File: src/rtl/alu_add_sequencer.sv
// Sequential front-end for a 64-bit ripple-carry adder with no carry-in.
// It runs ADD/ACC in one adder pass, SUB in two passes (a + ~b, then +1), and CLR with no pass.
module alu_add_sequencer #(
    parameter int WIDTH = 64
) (
    input  logic             clk,
    input  logic             rst,
    input  logic             in_valid,
    output logic             in_ready,
    input  logic [1:0]       in_op,
    input  logic [WIDTH-1:0] in_a,
    input  logic [WIDTH-1:0] in_b,
    output logic [WIDTH-1:0] add_a,
    output logic [WIDTH-1:0] add_b,
    input  logic [WIDTH-1:0] add_s,
    input  logic             add_ovf,
    output logic             out_valid,
    input  logic             out_ready,
    output logic [WIDTH-1:0] out_result,
    output logic             out_overflow,
    output logic [WIDTH-1:0] acc
);

    typedef enum logic [1:0] {IDLE, PASS1, PASS2, DONE} state_t;
    typedef enum logic [1:0] {OP_ADD = 2'b00, OP_SUB = 2'b01, OP_ACC = 2'b10, OP_CLR = 2'b11} op_t;

    typedef struct packed {
        op_t              op;
        logic [WIDTH-1:0] a;
        logic [WIDTH-1:0] b;
    } req_t;

    state_t           state, state_nx;
    req_t             req_r;
    logic [WIDTH-1:0] tmp_r;
    logic             accept;
    logic             sub_ovf;

    assign in_ready  = (state == IDLE) && !rst;
    assign out_valid = (state == DONE);
    assign accept    = in_valid && in_ready;

    // The adder's own overflow flag describes a + ~b + 1 split across two passes,
    // so it is wrong for SUB; derive it from the original operand signs instead.
    assign sub_ovf = (req_r.a[WIDTH-1] != req_r.b[WIDTH-1]) &&
                     (add_s[WIDTH-1] != req_r.a[WIDTH-1]);

    always_comb begin
        state_nx = state;
        add_a    = '0;
        add_b    = '0;
        case (state)
            IDLE: begin
                if (accept)
                    state_nx = (op_t'(in_op) == OP_CLR) ? DONE : PASS1;
            end
            PASS1: begin
                state_nx = DONE;
                case (req_r.op)
                    OP_SUB: begin
                        add_a    = req_r.a;
                        add_b    = ~req_r.b;
                        state_nx = PASS2;
                    end
                    OP_ACC: begin
                        add_a = acc;
                        add_b = req_r.a;
                    end
                    default: begin
                        add_a = req_r.a;
                        add_b = req_r.b;
                    end
                endcase
            end
            PASS2: begin
                add_a    = tmp_r;
                add_b    = {{(WIDTH-1){1'b0}}, 1'b1};
                state_nx = DONE;
            end
            DONE: begin
                if (out_ready)
                    state_nx = IDLE;
            end
            default: state_nx = IDLE;
        endcase
    end

    always_ff @(posedge clk) begin
        if (rst) begin
            state        <= IDLE;
            req_r        <= '0;
            tmp_r        <= '0;
            out_result   <= '0;
            out_overflow <= 1'b0;
            acc          <= '0;
        end else begin
            state <= state_nx;
            case (state)
                IDLE: begin
                    if (accept) begin
                        req_r <= '{op: op_t'(in_op), a: in_a, b: in_b};
                        if (op_t'(in_op) == OP_CLR) begin
                            acc          <= '0;
                            out_result   <= '0;
                            out_overflow <= 1'b0;
                        end
                    end
                end
                PASS1: begin
                    case (req_r.op)
                        OP_SUB: tmp_r <= add_s;
                        OP_ACC: begin
                            acc          <= add_s;
                            out_result   <= add_s;
                            out_overflow <= add_ovf;
                        end
                        default: begin
                            out_result   <= add_s;
                            out_overflow <= add_ovf;
                        end
                    endcase
                end
                PASS2: begin
                    out_result   <= add_s;
                    out_overflow <= sub_ovf;
                end
                default: ;
            endcase
        end
    end

endmodule

File: config.mk
export PLATFORM = sky130hd
export DESIGN_NAME = alu_add_sequencer
export DESIGN_NICKNAME = d
export VERILOG_FILES = /design/src/rtl/alu_add_sequencer.sv
export SDC_FILE = /design/constraint.sdc
export NUM_CORES = 1
export LEC_CHECK = 0
export ABC_AREA = 0
export BUFFER_PORTS_ARGS = -buffer_cell sky130_fd_sc_hd__buf_2
export CAP_MARGIN = 20
export CORE_MARGIN = 2
export CORE_UTILIZATION = 47
export CTS_CLUSTER_DIAMETER = 80
export DETAILED_ROUTE_END_ITERATION = 10
export HOLD_SLACK_MARGIN = 0.06
export PLACE_DENSITY = 0.88
export SLEW_MARGIN = 30
export SYNTH_ARGS = -nofsm -noshare
export SYNTH_HDL_FRONTEND = slang
export SYNTH_SLANG_ARGS = --single-unit
File: constraint.sdc
create_clock -name clk -period 1.8 [get_ports clk]
set_input_delay 0.18 -clock clk [delete_from_list [all_inputs] [get_ports clk]]
set_output_delay 0.18 -clock clk [all_outputs]
set_load 0.02 [all_outputs]
==> impl_metrics.toml, run 1 <==
[synthesis]
syn_inst = 1840
synth_area_leader_cell = "dfxtp_1"
synthFlopType = "dfxtp_1"
post-synth-top-count-cell = "nand2_1"
yosysSeqAreaShare = 0.419
syn_area_per_cell_um2 = 8.44
syn-num-nets = 2047
ys_top_cells_by_count = "455 x nand2_1, 325 x dfxtp_1, 129 x mux2i_1, 129 x nand3_1, 88 x clkbuf_1"
ys_ff_latch = 325
synth_edf_count = 0
yosysWarningCount = 0
syn_area_um2 = 15500
synth_area_leaders = "dfxtp_1 42%, nand2_1 11%, mux2i_1 8.3%"
synth_top_area_frac = 0.419
synthArstFlopShare = 0
yosysUniqueCellTypes = 35

[timing]
postGrtWorstEndpoint = "add_a[5]"
worst-ep-kind = "primary output"

[floorplan]
initial_core_util = 0.477
chipWidth_um = 186
die_y_um = 186
rows = 66
io_pins = 458

[cts]
cts.sinks = 325
htreeDepth = 2
clk_path_buf_depth = 3
numCtsBuffers = 35
clockRootBuffer = "clkbuf_16"

[placement]
port_buffers = 457
dpl_cell_area_um2 = 18800
post-dp-hpwl_um = 36900
routabilityCongestion = 0.912

[global_routing]
grt_usage = 0.641
grt.overflow.total = 12
grt_max_degree = 69

[status]
error = "[ERROR GRT-0232] Routing congestion too high. Check the congestion heatmap in the GUI."
stop_stage = "global routing (5_1_grt)"
status = "did not finish"
==> metrics by stage <==
step,setup WS (ns),util,hold slack [ns],instances,TNS (ns)
after floorplan,-0.176,-,0.288,1840,-2.28
after global placement,-0.112,0.578,0.374,2642,-1.85
after detailed placement,-0.194,0.578,0.378,2642,-8.83
after CTS,-0.512,0.746,0.0975,2953,-57.36
==> timing repair <==
action / CTS
gates cloned: 24
endpoints found under the setup margin: 243
hold buffers: 194
resized for setup: 341
buffers inserted: 32
endpoints found under the hold margin: 322
pin swaps: 74
==> kinds of logic after synthesis <==
group           count (synthesis)  share of synthesized area
flops                         325                      0.419
buf+inv                       255                     0.0829
compound gates                398                      0.178
fa+ha+maj                       8                    0.00645
simple gates                  661                      0.184
mux                           193                      0.130
==> metal layers <==
layer  global-route usage  overflow
met5                0.241         0
met1                0.655         0
met3                0.506         1
met4                0.580         8
met2                0.796         3
==> run 2, diff against run 1 <==
CORE_UTILIZATION = 35   (was 47)
CTS_CLUSTER_DIAMETER = unset   (was 80)
HOLD_SLACK_MARGIN = unset   (was 0.06)
PLACE_DENSITY = unset   (was 0.88)
PLACE_DENSITY_LB_ADDON = 0.15   (was unset)
clock period = 2.3 ns   (was 1.8 ns; I/O delays follow)
==> run 2 against run 1 <==
  * The flow now finishes, with violations (negative setup slack)
  * Area after synthesis is the same
  * Synthesized cell count unchanged
==> impl_metrics.toml, run 2 <==
[synthesis]
synth_top_area_frac = 0.419
syn_area_per_cell_um2 = 8.44
yosysSeqAreaShare = 0.419
ys_ff_latch = 325
synthArstFlopShare = 0
synth_area_leader_cell = "dfxtp_1"
ys_top_cells_by_count = "455 x nand2_1, 325 x dfxtp_1, 129 x mux2i_1, 129 x nand3_1, 88 x clkbuf_1"
yosysWarningCount = 0
synth_edf_count = 0
synthFlopType = "dfxtp_1"
yosysUniqueCellTypes = 35
syn-num-nets = 2047
synth_area_leaders = "dfxtp_1 42%, nand2_1 11%, mux2i_1 8.3%"
post-synth-top-count-cell = "nand2_1"
syn_inst = 1840
syn_area_um2 = 15500

[floorplan]
die_area_um2 = 46000
rows = 77
chipWidth_um = 215
io_pins = 458
die_y_um = 215
initial_core_util = 0.353
core_area_um2 = 44000

[global_routing]
grt_usage = 0.288
grt_pass1_wl_um = 103000
grt_antenna_before_repair = 0
grt_pass1_vias = 16937
grt_max_degree = 91
grt.overflow.total = 0

[route]
wl_met1_um = 29200
avgViaCountPerCell = 5.35
vias = 16702
drtIter0Drc = 1291
routed_wl_um = 69300
route.met3.wl_um = 4290
met2_length_um = 33600
wl_per_cell_um = 22.2
drc = 0
dr.max_layer_used = "met4"
drtPass1Iterations = 6
postRouteAntennaNets = 0

[timing]
tightestPinTransition_ns = 0.881
worst_slack_ns = -0.103
post-route-min-period_ns = 2.40
timing.hold.ws_ns = 0.170
final_max_slew_viol_count = 0
finalSetupTns_ns = -4.12
post-route-period-util = 1.04
finalClockSkew_ns = 0.0119
slew_headroom = 0.413
hold_violations = 0
rsz0062_at_grt = "true"
setup_viol = 110
fmax_mhz = 416

[worst_setup_path]
end_kind = "output port"
r2r_end = "tmp_r[25]$_SDFFE_PP0N_"
critical_path_required_ns = 2.07
arrival_ns = 2.17
rr_startpoint = "state[0]$_SDFFE_PP0P_"
worstPathMaxFanout = 8
reg2reg_slack_ns = 0.15
worst_setup_path_start_kind = "flop"
crit_type = "reg2out"
reg2regPathDepth = 8

[finish]
regMostFlops = "req_r"
layout_common_cells = "453 x nand2_1, 332 x buf_2, 321 x dfxtp_1"
postLayoutCellArea_um2 = 25600
nNetsFinal = 2709
layout_commonest_cell = "nand2_1"
drive_above_1_share = 0.375
final_cells = 3120
fill_cells = 3796
syn_to_final_growth_pct = 64.8
fin_util = 0.581
largest_reg_flops = 130

[cts]
clk_latency_ns = 0.55
clockRootBuffer = "clkbuf_16"
clk_path_buf_depth = 3
htreeDepth = 2
numCtsBuffers = 39
cts.sinks = 325
cts_tree = "built"
path_clk_slew_ns = 0.06

[placement]
dp.cells = 2762
port_buffers = 457
post-dp-hpwl_um = 38500
dpl_cell_area_um2 = 18400
routabilityCongestion = 0.833

[job]
drv_cap = 0

[power_and_ir_drop]
pwr_density_cell_nw_per_um2 = 1070
ir_worst_vdd_mv = 1.02
power_leakage_nw = 10.1

[status]
status = "finished with violations"
failed_checks = "negative setup slack"

[hold_path]
min-delay-start = "in_valid"
hold_depth = 4
hold_class = "in2reg"
worstHoldEndpoint = "out_overflow$_SDFFE_PP0P_"
==> run 2: critical path, cell delays in order (launching register included) <==
cell	delay, ns
dfxtp_2	0.33
inv_2	0.05
ha_4	0.30
buf_12	0.16
buf_12	0.15
buf_8	0.11
a221oi_4	0.03
a211oi_2	0.28
buf_4	0.19
==> run 2: power breakdown <==
part | total [mW] | switching, mW | internal (mW)
registers | 7.19 | 0.650 | 6.54
logic | 14.1 | 7.81 | 6.34
clock network | 6.09 | 2.51 | 3.58
==> run 2: per-layer routing <==
layer / up-vias / track usage
met4: 0 / 0.110
met2: 674 / 0.489
met5: - / 0
met1: 8144 / 0.363
met3: 136 / 0.0505
li1: 7748 / -
==> run 2: area by class of cell <==
type / instances / area (um2) / area share
clock buffer: 59 / 1160 / 0.0455
inverter: 71 / 283 / 0.0111
sequential: 325 / 6520 / 0.255
antenna: 2 / 5.00 / 0.000196
tap: 592 / 741 / 0.0290
multi-input combinational: 1264 / 9650 / 0.377
timing repair buffer: 801 / 7160 / 0.280
clock inverter: 6 / 61.3 / 0.00240
==> run 2: what timing repair did <==
action	4_1_cts	5_1_grt
hold buffers	195	0
gates cloned	32	7
hold endpoints to repair	322	0
setup endpoints to repair	128	128
pin swaps	61	71
buffers inserted	49	13
resized for setup	361	197
==> run 2: kinds of logic (layout without fill, tap and decap cells) <==
group	after synthesis	count (layout)	synth area share
fa+ha+maj	8	8	0.00645
flops	325	325	0.419
other cells	0	2	0
compound gates	398	398	0.178
buf+inv	255	937	0.0829
mux	193	193	0.130
simple gates	661	665	0.184
==> run 2: worst max-delay path by stage <==
| stage | from | to | slack [ns] | depth (start not counted) |
|---|---|---|---|---|
| detailed placement | state[1]$_SDFFE_PP0P_ | add_b[56] | 0.20 | 6 |
| global route | req_r[128]$_SDFFE_PP0P_ | add_b[12] | -0.17 | 8 |
| global placement | state[1]$_SDFFE_PP0P_ | add_b[31] | 0.29 | 5 |
| floorplan | req_r[128]$_SDFFE_PP0P_ | add_b[56] | 0.27 | 6 |
| CTS | req_r[128]$_SDFFE_PP0P_ | add_a[40] | -0.16 | 8 |
| finish | req_r[128]$_SDFFE_PP0P_ | add_b[12] | -0.10 | 8 |
==> run 2: through the flow <==
stage               power [mW]  worst slack [ns]
floorplan                 13.2             0.273
global placement          15.9             0.290
detailed placement        16.0             0.203
CTS                       26.5            -0.157
global route              28.5            -0.169
finish                    27.4            -0.103
(Power assumes the default switching activity.)
==> run 3, diff against run 2 <==
CTS_CLUSTER_DIAMETER = 40   (was unset)
SLEW_MARGIN = 20   (was 30)
TNS_END_PERCENT = 1   (was unset)
==> run 3 against run 2 <==
  * The run still ends with negative setup slack left
  * Final cell count decreased by 1.1%
  * Clock power increased by 51%
  * Fmax is 5.0% lower
  * Hold slack got worse by 0.067 ns
  * Sequential share of layout area grew 2.1 points
  * Total power is 3.2% lower
  * Flip-flop and latch count stayed put
  * Via count shrank 2.7%
  * Highest routed layer is now met5
  * Critical endpoint is now add_a[52]
  * Design area down 7.7%
  * Global-route usage shrank 3.1 points
==> impl_metrics.toml, run 3 (synthesis results as in run 2) <==
[cts]
cts.sinks = 325
clk_path_buf_depth = 3
htreeDepth = 2
cts_tree = "built"
path_clk_slew_ns = 0.05
numCtsBuffers = 58
clk_latency_ns = 0.61
clockRootBuffer = "clkbuf_16"

[finish]
regMostFlops = "req_r"
fin_util = 0.536
antenna-diode-count = 0
layout_common_cells = "453 x nand2_1, 374 x buf_2, 321 x dfxtp_1"
largest_reg_flops = 130
final_cells = 3085
nNetsFinal = 2652
syn_to_final_growth_pct = 52.2
layout_commonest_cell = "nand2_1"
drive_above_1_share = 0.328

[timing]
rsz0062_at_grt = "true"
hold_violations = 0
tightestPinTransition_ns = 0.863
slew_headroom = 0.425
timing.hold.ws_ns = 0.103
post-route-period-util = 1.10
setup_viol = 123
finalClockSkew_ns = 0.0344
final_max_slew_viol_count = 0
fmax_mhz = 395
worst_slack_ns = -0.229
post-route-min-period_ns = 2.53

[power_and_ir_drop]
power.total_mw = 26.6
ir_worst_vdd_mv = 1.28
power_leakage_nw = 9.48
pwr_density_cell_nw_per_um2 = 1120

[worst_setup_path]
endpoint = "add_a[52]"
worst_setup_path_start_kind = "flop"
critPathLaunch = "req_r[128]$_SDFFE_PP0P_"
crit_type = "reg2out"
reg2reg_slack_ns = 0.21
reg2regPathDepth = 8
rr_startpoint = "state[0]$_SDFFE_PP0P_"
r2r_end = "acc[39]$_SDFFE_PP0P_"
end_kind = "output port"
critical_path_required_ns = 2.07
arrival_ns = 2.30
worstPathMaxFanout = 5

[route]
avgViaCountPerCell = 5.27
drc = 0
drtIter0Drc = 1130
drtPass1Iterations = 5
wl_per_cell_um = 20.2
postRouteAntennaNets = 0
routed_wl_um = 62300
vias = 16250

[floorplan]
core_area_um2 = 44000
io_pins = 458
die_y_um = 215
die_area_um2 = 46000
chipWidth_um = 215
initial_core_util = 0.353
rows = 77

[status]
status = "finished with violations"
failed_checks = "negative setup slack"

[placement]
dp.cells = 2762
post-dp-hpwl_um = 38400
pre_cts_ws_ns = 0.211
routabilityCongestion = 0.833
port_buffers = 457

[global_routing]
grt_max_degree = 91
grt_pass1_wl_um = 94400
grt_pass1_vias = 16420
grt.overflow.total = 0
grt_antenna_before_repair = 1
grt-busiest-layer = "met2"
grt_usage = 0.257
grt_util_met3 = 0.0529
grtUsageMet2 = 0.433
grtUsageMet1 = 0.328

[hold_path]
hold_class = "in2reg"
min-delay-start = "in_valid"

[job]
drv_cap = 0
-- run 3: cell types whose count changed in the layout (fill, tap and decap cells not counted), moves of 22 or more --
cell / change
a221oi_4: -31
mux2_2: +32
buf_6: -27
a22oi_1: +22
buf_4: -38
a221oi_2: -28
a221oi_1: +59
buf_2: +42
a22oi_2: -22
mux2_4: -32
-- run 3: cell type report --
type,count,area (um2)
well taps,592,741
fillers,4059,20400
clock buffers,67,1550
clock inverters,41,552
inverters,71,277
flip-flops and latches,325,6510
multi-input cells,1261,8410
repair buffers,728,5580
-- run 3: worst min path at each step --
stage                           endpoint  depth (start not counted)
2_1_floorplan      req_r[0]$_SDFFE_PP0P_                          2
3_3_place_gp      req_r[34]$_SDFFE_PP0P_                          3
6_report       out_overflow$_SDFFE_PP0P_                          4
4_1_cts        out_overflow$_SDFFE_PP0P_                          4
5_1_grt        out_overflow$_SDFFE_PP0P_                          4
3_5_place_dp      req_r[56]$_SDFFE_PP0P_                          3
-- run 3: metal layers --
layer / share of wire / vias to the layer above
met5: 0.00018 / -
met4: 0.027 / 2
met3: 0.064 / 116
met2: 0.48 / 632
met1: 0.43 / 7840
li1: - / 7660
-- run 3: timing repair --
item,CTS,global route
endpoints found under the hold margin,322,0
resized for setup,166,70
hold buffers,195,0
cloned,4,3
setup buffers,15,0
endpoints found under the setup margin,128,128
pin swaps,28,26
-- run 3: power by group --
part	switching [mW]	internal, mW	leakage, nW	total (mW)
registers	0.555	6.54	2.65	7.10
clock network	3.15	6.07	0.981	9.22
logic	6.19	4.05	5.85	10.2
total	9.90	16.7	9.48	26.6
-- run 3: stage by stage --
step | area (um2) | TNS (ns)
2_1_floorplan | 15500 | 0
3_3_place_gp | 18300 | 0
3_5_place_dp | 18300 | 0
4_1_cts | 23300 | -18.45
5_1_grt | 23600 | -23.47
6_report | 23600 | -12.04
-- run 3: critical path, stage by stage (launching register included) --
cell       delay (ns)
dfxtp_2          0.32
inv_2            0.08
ha_4             0.21
buf_6            0.15
clkbuf_16        0.16
mux2_2           0.35
a22oi_2          0.17
nor2b_1          0.08
buf_2            0.16
